$ cat src/rtl/ring_cam.sv
// ring_cam: circular-write content-addressable memory with single-cycle registered search.
// Define RING_CAM_BYPASS_EN to forward a same-cycle write into the search result.
module ring_cam #(
  parameter  int DATA_W = 24,
  parameter  int DEPTH  = 64,
  localparam int IDX_W  = $clog2(DEPTH)
) (
  input  logic              clk,
  input  logic              rst,
  input  logic              wr_en,
  input  logic [DATA_W-1:0] wr_data,
  input  logic              flush,
  input  logic              search_en,
  input  logic [DATA_W-1:0] search_data,
  output logic              match_valid,
  output logic              match_hit,
  output logic [IDX_W-1:0]  match_index,
  output logic [IDX_W:0]    count,
  output logic              full
);

  localparam logic [IDX_W:0] FULL_CNT = (IDX_W+1)'(DEPTH);

  logic [DATA_W-1:0] mem_q [DEPTH];
  logic [DEPTH-1:0]  valid_q, valid_d;
  logic [IDX_W-1:0]  wr_ptr_q, wr_ptr_d;
  logic [IDX_W:0]    count_q, count_d;
  logic              full_q, full_d;
  logic              match_valid_q, match_valid_d;
  logic              match_hit_q, match_hit_d;
  logic [IDX_W-1:0]  match_index_q, match_index_d;

  logic              do_write_s;
  logic [DEPTH-1:0]  eq_s;
  logic              hit_s;
  logic [IDX_W-1:0]  hit_idx_s;
  logic              bypass_s;
  logic [IDX_W-1:0]  slot_v;

  assign do_write_s = wr_en & ~flush;

  // Per-slot compare against pre-write contents; invalid slots never match.
  always_comb begin
    eq_s = {DEPTH{1'b0}};
    for (int i = 0; i < DEPTH; i++) begin
      eq_s[i] = valid_q[i] & (mem_q[i] == search_data);
    end
  end

  // Walk slots oldest-to-youngest starting at wr_ptr so the youngest match wins.
  always_comb begin
    hit_s     = 1'b0;
    hit_idx_s = {IDX_W{1'b0}};
    slot_v    = {IDX_W{1'b0}};
    for (int k = 0; k < DEPTH; k++) begin
      slot_v    = wr_ptr_q + IDX_W'(k);
      hit_idx_s = eq_s[slot_v] ? slot_v : hit_idx_s;
      hit_s     = hit_s | eq_s[slot_v];
    end
  end

  // Same-cycle write forwarding, only in the bypass build.
  always_comb begin
`ifdef RING_CAM_BYPASS_EN
    bypass_s = do_write_s & search_en & (search_data == wr_data);
`else
    bypass_s = 1'b0;
`endif
  end

  // Next-state for valid bits, write pointer, occupancy and search result.
  always_comb begin
    valid_d       = valid_q;
    wr_ptr_d      = wr_ptr_q;
    count_d       = count_q;
    match_valid_d = search_en;
    match_hit_d   = 1'b0;
    match_index_d = {IDX_W{1'b0}};

    if (flush) begin
      valid_d  = {DEPTH{1'b0}};
      wr_ptr_d = {IDX_W{1'b0}};
      count_d  = {(IDX_W+1){1'b0}};
    end else if (wr_en) begin
      valid_d[wr_ptr_q] = 1'b1;
      wr_ptr_d          = wr_ptr_q + IDX_W'(1);
      count_d           = (count_q == FULL_CNT) ? count_q : count_q + (IDX_W+1)'(1);
    end else begin
      valid_d  = valid_q;
      wr_ptr_d = wr_ptr_q;
      count_d  = count_q;
    end

    if (!search_en) begin
      match_hit_d   = 1'b0;
      match_index_d = {IDX_W{1'b0}};
    end else if (bypass_s) begin
      match_hit_d   = 1'b1;
      match_index_d = wr_ptr_q;
    end else if (hit_s) begin
      match_hit_d   = 1'b1;
      match_index_d = hit_idx_s;
    end else begin
      match_hit_d   = 1'b0;
      match_index_d = {IDX_W{1'b0}};
    end

    full_d = (count_d == FULL_CNT);
  end

  // Control and result registers; reset discards any in-flight search.
  always_ff @(posedge clk or posedge rst) begin
    if (rst) begin
      valid_q       <= {DEPTH{1'b0}};
      wr_ptr_q      <= {IDX_W{1'b0}};
      count_q       <= {(IDX_W+1){1'b0}};
      full_q        <= 1'b0;
      match_valid_q <= 1'b0;
      match_hit_q   <= 1'b0;
      match_index_q <= {IDX_W{1'b0}};
    end else begin
      valid_q       <= valid_d;
      wr_ptr_q      <= wr_ptr_d;
      count_q       <= count_d;
      full_q        <= full_d;
      match_valid_q <= match_valid_d;
      match_hit_q   <= match_hit_d;
      match_index_q <= match_index_d;
    end
  end

  // Data words carry no reset; only the valid bits qualify them.
  always_ff @(posedge clk) begin
    if (do_write_s) begin
      mem_q[wr_ptr_q] <= wr_data;
    end
  end

  assign match_valid = match_valid_q;
  assign match_hit   = match_hit_q;
  assign match_index = match_index_q;
  assign count       = count_q;
  assign full        = full_q;

endmodule

$ cat config.mk
export PLATFORM = sky130hd
export DESIGN_NAME = ring_cam
export DESIGN_NICKNAME = d
export VERILOG_FILES = /design/src/rtl/ring_cam.sv
export SDC_FILE = /design/constraint.sdc
export NUM_CORES = 2
export LEC_CHECK = 0
export ABC_AREA = 0
export BUFFER_PORTS_ARGS = -buffer_cell sky130_fd_sc_hd__buf_2
export CAP_MARGIN = 20
export CORE_ASPECT_RATIO = 0.5
export CORE_MARGIN = 3
export CORE_UTILIZATION = 50
export CTS_BUF_LIST = sky130_fd_sc_hd__clkbuf_16
export CTS_CLUSTER_DIAMETER = 40
export DETAILED_ROUTE_END_ITERATION = 16
export HOLD_SLACK_MARGIN = 0.06
export PLACE_DENSITY_LB_ADDON = 0.3
export SETUP_SLACK_MARGIN = 0.4
export SYNTH_ARGS = -nofsm -noshare
export SYNTH_HDL_FRONTEND = slang
export SYNTH_SLANG_ARGS = --single-unit
export TNS_END_PERCENT = 5
$ cat constraint.sdc
create_clock -name clk -period 6.7 [get_ports clk]
set_input_delay 0 -clock clk [delete_from_list [all_inputs] [get_ports clk]]
set_output_delay 0 -clock clk [all_outputs]
set_load 0.02 [all_outputs]
After elaboration in Yosys (flattened, before gate mapping)
Memories as Yosys holds them, arrays and structs flattened.
Cells that the tools add are included.
{"block": "word_totals", "reg_bits": 86, "latchBits": 0, "mem_bits_rw": 1536, "romBits": 0, "input_bits": 53, "output_inout_bits": 16, "elab_cells": 542, "n_memories": 1}
{"block": "op_classes", "add_sub_neg": 64, "mul": 0, "div": 0, "n_lt_le_gt_ge": 65, "eq_ne": 66, "shifts": 0, "n_mux": 207, "bitwise_logic": 130, "n_reduce_logical": 2}
{"memory": "mem_q", "depth": 64, "word_bits": 24, "rd": 64, "rd_ports_with_merged_regs": 0, "write_ports": 1, "line_no": "24", "text": "logic [DATA_W-1:0] mem_q [DEPTH];"}
{"operator": "$eq A24 B24 Y1", "n": 64}
{"operator": "$lt A6 B7 Y1 const B", "n": 64}
{"operator": "$mux W6", "n": 68}
{"operator": "$bmux W1 S6", "n": 64}
{"operator": "$add A6 B6 Y6 const B", "n": 32}
{"operator": "$mux W64", "n": 2}
{"operator": "$add A6 B5 Y6 const B", "n": 16}
{"operator": "$mux W1", "n": 69}
{"operator": "$and A1 B1 Y1", "n": 65}
{"operator": "$or A64 B64 Y64", "n": 1}
{"operator": "$or A1 B1 Y1", "n": 63}
{"operator": "$add A6 B4 Y6 const B", "n": 8}
{"operator": "$add A6 B3 Y6 const B", "n": 4}
{"operator": "$mux W7", "n": 3}
{"operator": "$eq A7 B7 Y1 const B", "n": 2}
{"operator": "$add A6 B2 Y6 const B", "n": 2}
{"operator": "$add A7 B1 Y7 const B", "n": 1}
{"operator": "$add A6 B1 Y6 const B", "n": 1}
{"operator": "$demux W1 S6", "n": 1}
{"operator": "$ge A6 B1 Y1 const B", "n": 1}
{"operator": "$reduce_bool A2 Y1", "n": 1}
{"operator": "$logic_and A1 B1 Y1", "n": 1}
{"operator": "$not A1 Y1", "n": 1}

Logic depth before layout (Yosys ltp)
An unclocked memory read counts as a cell.
{"block": "depth", "depth_word": 71, "mapped_depth": 30, "depth_no_buf": 21}

Worst setup path before layout
Ideal clock, no wire load.
{"block": "synth_timing", "path_type": "reg-to-reg", "from": "register wr_ptr_q[0]", "to": "register match_index_q[2], in the netlist match_index[2]", "setup_ps": 126, "arrival_ps": 6535, "t_required_ps": 6574, "setup_slack_ps": 39, "path_stages_with_launch": 28, "period_less_slack_ps": 6661, "path_cell_list": "dfrtp_1 inv_1 buf_2 buf_1 buf_2 clkbuf_1 clkbuf_1 buf_1 ha_1 and2_1 clkbuf_1 nand2_1 clkbuf_1 o2111ai_1 a2111oi_0 mux2i_1 mux2_2 mux2i_1 buf_2 nor2_1 a311o_1 a21bo_1 a2111o_1 o221ai_1 a2111oi_1 o311ai_1 a31oi_1 o311a_1"}
{"block": "synth_via", "elab_chain_cells": 68}
{"item": "start, declared", "line_no": "26", "text": "logic [IDX_W-1:0] wr_ptr_q, wr_ptr_d;"}
{"item": "start signal, assigned", "line_no": "115", "text": "wr_ptr_q <= {IDX_W{1'b0}};"}
{"item": "start signal, assigned", "line_no": "123", "text": "wr_ptr_q <= wr_ptr_d;"}
{"item": "$add A6 B1 Y6 / $bmux W1 S6 (equally long branches)", "line_no": "56, 57, 58"}
{"item": "$bmux W1 S6 / $mux W1 (equally long branches)", "line_no": "57, 58"}
{"item": "$mux W1 (implied by the code) / $mux W6 (equally long branches)", "line_no": "57, 58"}
{"item": "$mux W6 / $or A1 B1 Y1 (equally long branches) (63 in series)", "line_no": "57, 58"}
{"item": "$mux W6 *", "line_no": "100", "text": "end else if (hit_s) begin"}
{"item": "$mux W6 *", "line_no": "94", "text": "if (!search_en) begin"}
{"item": "named net match_index_d[2]", "line_no": "31", "text": "logic [IDX_W-1:0] match_index_q, match_index_d;"}
{"item": "end signal, assigned", "line_no": "120", "text": "match_index_q <= {IDX_W{1'b0}};"}
{"item": "end signal, assigned", "line_no": "128", "text": "match_index_q <= match_index_d;"}
{"item": "end, declared", "line_no": "31"}
The timed path passes the listed nets; every way through them passes the cells marked *. The select of a mux whose other input is x is not followed.
A chain may end at the register's enable or synchronous reset.

Worst setup path in the final report
{"block": "layout_timing", "from": "register wr_ptr_q[1]", "to": "register match_index_q[4], in the netlist match_index[4]"}
Same word-level chain as after synthesis.

==> summary.md <==
| Metric | Value |
|---|---|
| Status | `finished clean` |
| Overall power | `approximately 23000 uW` |
| Worst path arrival time | `slightly above 7 ns` |
| CTS H-tree lvls | `4` |
| Simple logic cell fraction of the synthesized area | `about a tenth` |
| WS Path Type | `flop to flop` |
| Ys flop type | `edfxtp_1` |
| Most frequent CP cell | `buf_4` |
| Seq cells post-synth | `between 1500 and 2000` |
| WP buf/inv | `7` |
| Register cell area after layout | `48300 um^2` |
| RR Startpoint | `wr_ptr_q[1]$_DFFE_PP0P_` |
| GRT Total Usage | `between 30% and 40%` |
| Drt drc | `0` |
| Internal reg-to-reg setup slack | `between 0.2 and 0.3 ns` |
| Vias | `approximately 61000` |
| Netlist cell types | `91` |
| DR WL/cell | `around 37 um` |
| CTS tree | `done` |
| Worst slew margin | `14.8%` |
| Critical path's slowest cell | `a2111oi_1` |
| Max Cap Violations | `0` |
| Post-detail-place hpwl | `roughly 230000 um` |
| Syn nets | `approximately 6400` |
| First-pass GRT wire length | `approximately 470000 um` |
| Share of cells above drive strength 1 | `about 17%` |
| Via-to-Cell Ratio | `about 6.6` |
| Routability congestion estimate | `around 1.1` |
| Synth Area in Adders | `0.353%` |
| Syn_area_per_cell | `between 10 and 15 um^2` |
| Hold Crit Start | `wr_data[7]` |
| Die height | `between 200 and 300 um` |
| DRT Pass-1 Iters | `9` |
| Final min period | `between 6 and 7 ns` |
| Met1 wire length | `127000 um` |
| Setup ws final | `between 0.2 and 0.3 ns` |
| Mapped Area | `81600 um^2` |
| Non-Filler Instances | `between 9000 and 10000` |
| Ys Warns | `0` |
| Sequential area share after synthesis | `59.2%` |
| CORE AREA | `161000 um^2` |
| CP endpoint kind | `flop` |
| Max Slew Vio Count | `0` |
| Slew @ Worst Pin | `approximately 1.3 ns` |
| Port Buffer Count | `slightly below 70` |
| Die area | `168000 um^2` |
| Critical Path Max Stage Delay | `~0.74 ns` |
| Hold Path End | `mem_q[45][7]$_DFFE_PP_` |
| Endpoints failing setup | `0` |
| Mux share of post-synthesis cell area | `around 3.8%` |
| Largest net degree at the start of global routing | `65` |
| Worst-path fanout max | `33` |
| Hold Path Depth | `2` |
| Area growth from synthesis to layout | `15.7%` |
| Cells on worst reg2reg path | `22` |
| Pwr Density | `around 240 nW/um^2` |
| Met3 WL | `47700 um` |
| Setup WS pre-CTS | `0.231 ns` |
| Final wirelength | `343000 um` |
| Clock skew | `about 0.085 ns` |
| Maximum VDD drop | `0.000184 V` |
| Min-Delay Path Class | `input port to flop` |
| Required time of the critical path | `about 7.4 ns` |
| # rows | `roughly 100` |
| Die Width | `577 um` |
| Synth Area in XOR/XNOR | `17.5%` |
| Overflow after GRT | `0` |
| Commonest non-fill, non-tap cell in the layout | `edfxtp_1` |
| WL met2 | `between 100000 and 150000 um` |
| Worst-path clk slew | `around 0.07 ns` |
| Cells after synthesis | `between 6000 and 7000` |
| CP startpoint kind | `flop` |
| Post-synth EDFFs | `approximately 1500` |
| Cell count after placement | `between 8000 and 9000` |
| Nets@finish | `between 7000 and 8000` |
| Worst reg2reg endpoint | `match_index[4]$_DFF_PP0_` |
| F_max | `around 160 MHz` |
| Fill cell count | `between 10000 and 15000` |
| Largest family of logic cells by synthesized area | `XOR/XNOR gates` |
| Starting DRT DRC Count | `around 9400` |
| Clock root buffer | `clkbuf_16` |
| Initial antenna violation count | `16` |
| Starting Density | `about half` |
| Multi-input gate area | `approximately 31000 um^2` |
| Final ANT Viol Nets | `0` |
| FFs w/ async S/R, synth | `5.30%` |
| Critical path, cell by cell | `inv_1 > buf_12 > ha_1 > a21o_1 > xnor2_2 > buf_4 > a211oi_1 > o211ai_1 > o211ai_1 > buf_4 > mux2_2 > nand2_1 > o21ai_0 > buf_4 > nor2_1 > buf_4 > o21ai_0 > o221ai_1 > o21ai_1 > a2111oi_1 > buf_4 > o311a_1` |
| Compound-gate portion of the synthesized area | `between 5 and 6%` |
| Worst-Skew Late Latency | `roughly 0.82 ns` |
| IO Pins | `69` |
| Unrepaired setup endpoints after global routing | `yes` |
| Vias in the first global route | `~59000` |
| CTS Buf Count | `around 150` |
| Clock tree buffer depth | `4` |
| Tcrit/Tclk final | `a little over nine tenths` |
| Final Hold Viols | `0` |
| Leakage | `approximately 0.031 uW` |
| CP delay by family, top | `compound AO/OA/AOI/OAI gates` |
| Clock net sink count | `between 1500 and 2000` |
| Commonest cells after routing, fill and taps aside | `1536 x edfxtp_1, 1335 x xnor2_1, 660 x buf_4, 391 x nand4_1, 381 x nand2_1` |
| Highest Signal Layer | `met5` |
## registers in the layout, summed over array words and instances, names as in the netlist
register	flops
count	7
match_hit	1
mem_q	1536
wr_ptr_q	6
valid_q	64
full	1
match_index	6
match_valid	1
## cell usage after synthesis, drive strengths merged, types with 9 or more instances
master	number	share of area [%]
edfxtp	1536	57
xnor2	1343	14
nand4	391	3.0
nand2	384	1.8
nor2	317	1.5
xor2	291	3.1
buf	197	1.7
nor4	166	1.3
a21oi	162	0.99
o21ai	143	0.89
clkbuf	134	0.62
nand3	129	0.79
inv	112	0.52
nor3	109	0.67
o22ai	107	0.82
mux2i	106	1.3
dfrtp	86	2.6
mux4	70	1.9
mux2	41	0.57
and2	39	0.30
o211ai	31	0.29
a211oi	28	0.26
a22oi	28	0.26
a31oi	25	0.19
nand2b	24	0.18
ha	23	0.35
o221ai	22	0.24
and3	19	0.15
nor2b	19	0.15
o2111ai	19	0.20
a221oi	18	0.19
a2111oi	16	0.19
o21a	15	0.14
or2	14	0.11
a21boi	13	0.12
or3	13	0.10
o22a	12	0.13
o31ai	10	0.092
a211o	9	0.097
## report_power, final
part / switching (uW) / total (uW) / internal (uW)
Clock: 3880 / 8470 / 4590
Sequential: 16.6 / 11100 / 11100
Combinational: 2340 / 3480 / 1140
Total: 6230 / 23100 / 16900
## layer usage
metal	global-route usage (%)	vias to the layer above
met5	0	-
met4	21.5	2
met3	11.3	1042
met2	58.5	4909
met1	53.9	30600
li1	-	24800
## what timing repair did
action,CTS,global route
hold buffers,31,0
endpoints found under the setup margin,0,6
buffers inserted,0,4
endpoints found under the hold margin,692,0
gates resized for setup,0,4
## worst reg2reg max path, cell delays in order (launching register included)
cell	delay (ns)
dfrtp_2	0.42
inv_1	0.10
buf_12	0.21
ha_1	0.28
a21o_1	0.27
xnor2_2	0.62
buf_4	0.32
a211oi_1	0.08
o211ai_1	0.20
o211ai_1	0.26
buf_4	0.22
mux2_2	0.26
nand2_1	0.08
o21ai_0	0.08
buf_4	0.18
nor2_1	0.51
buf_4	0.22
o21ai_0	0.21
o221ai_1	0.59
o21ai_1	0.19
a2111oi_1	0.74
buf_4	0.22
o311a_1	0.17
## layout make-up
cell class                 count  share of cell area, %
clock buffer                 156                   4.13
antenna                       11                 0.0291
inverter                     115                  0.460
tap                         2173                   2.88
clock inverter               115                  0.843
multi-input combinational   4275                   33.2
timing repair buffer         805                   7.35
sequential                  1622                   51.1
## how the worst max path moves through the flow
| stage | startpoint | to | slack (ns) | depth (start not counted) |
|---|---|---|---|---|
| finish | wr_ptr_q[1]$_DFFE_PP0P_ | match_index[4]$_DFF_PP0_ | 0.25 | 22 |
| global route | wr_ptr_q[1]$_DFFE_PP0P_ | match_index[3]$_DFF_PP0_ | 0.36 | 21 |
| CTS | mem_q[46][2]$_DFFE_PP_ | match_index[4]$_DFF_PP0_ | 0.51 | 22 |
| detailed placement | search_data[21] | match_index[1]$_DFF_PP0_ | 0.23 | 22 |
| global placement | search_data[21] | match_index[1]$_DFF_PP0_ | -0.16 | 21 |
| floorplan | wr_ptr_q[0]$_DFFE_PP0P_ | match_index[2]$_DFF_PP0_ | 0.41 | 27 |
## cells by family after synthesis
logic type	after synthesis
muxes	217
and+or+nand+nor	1666
xor gates and xnor gates	1634
AOI/OAI and AO/OA	735
DFF	1622
buffers and inverters	446
adders and majority gates	23
## metrics by stage
stage	hold slack, ns	TNS, ns	instance area (um^2)	utilization [%]
2_1_floorplan	0.0314	0	81600	-
3_3_place_gp	0.188	-0.160	88700	54.9
3_5_place_dp	0.199	0	88900	55.1
4_1_cts	0.142	0	93900	58.2
5_1_grt	0.147	0	94400	58.5
6_report	0.165	0	94400	58.5
Note: power is estimated with default switching activity, not from simulation.
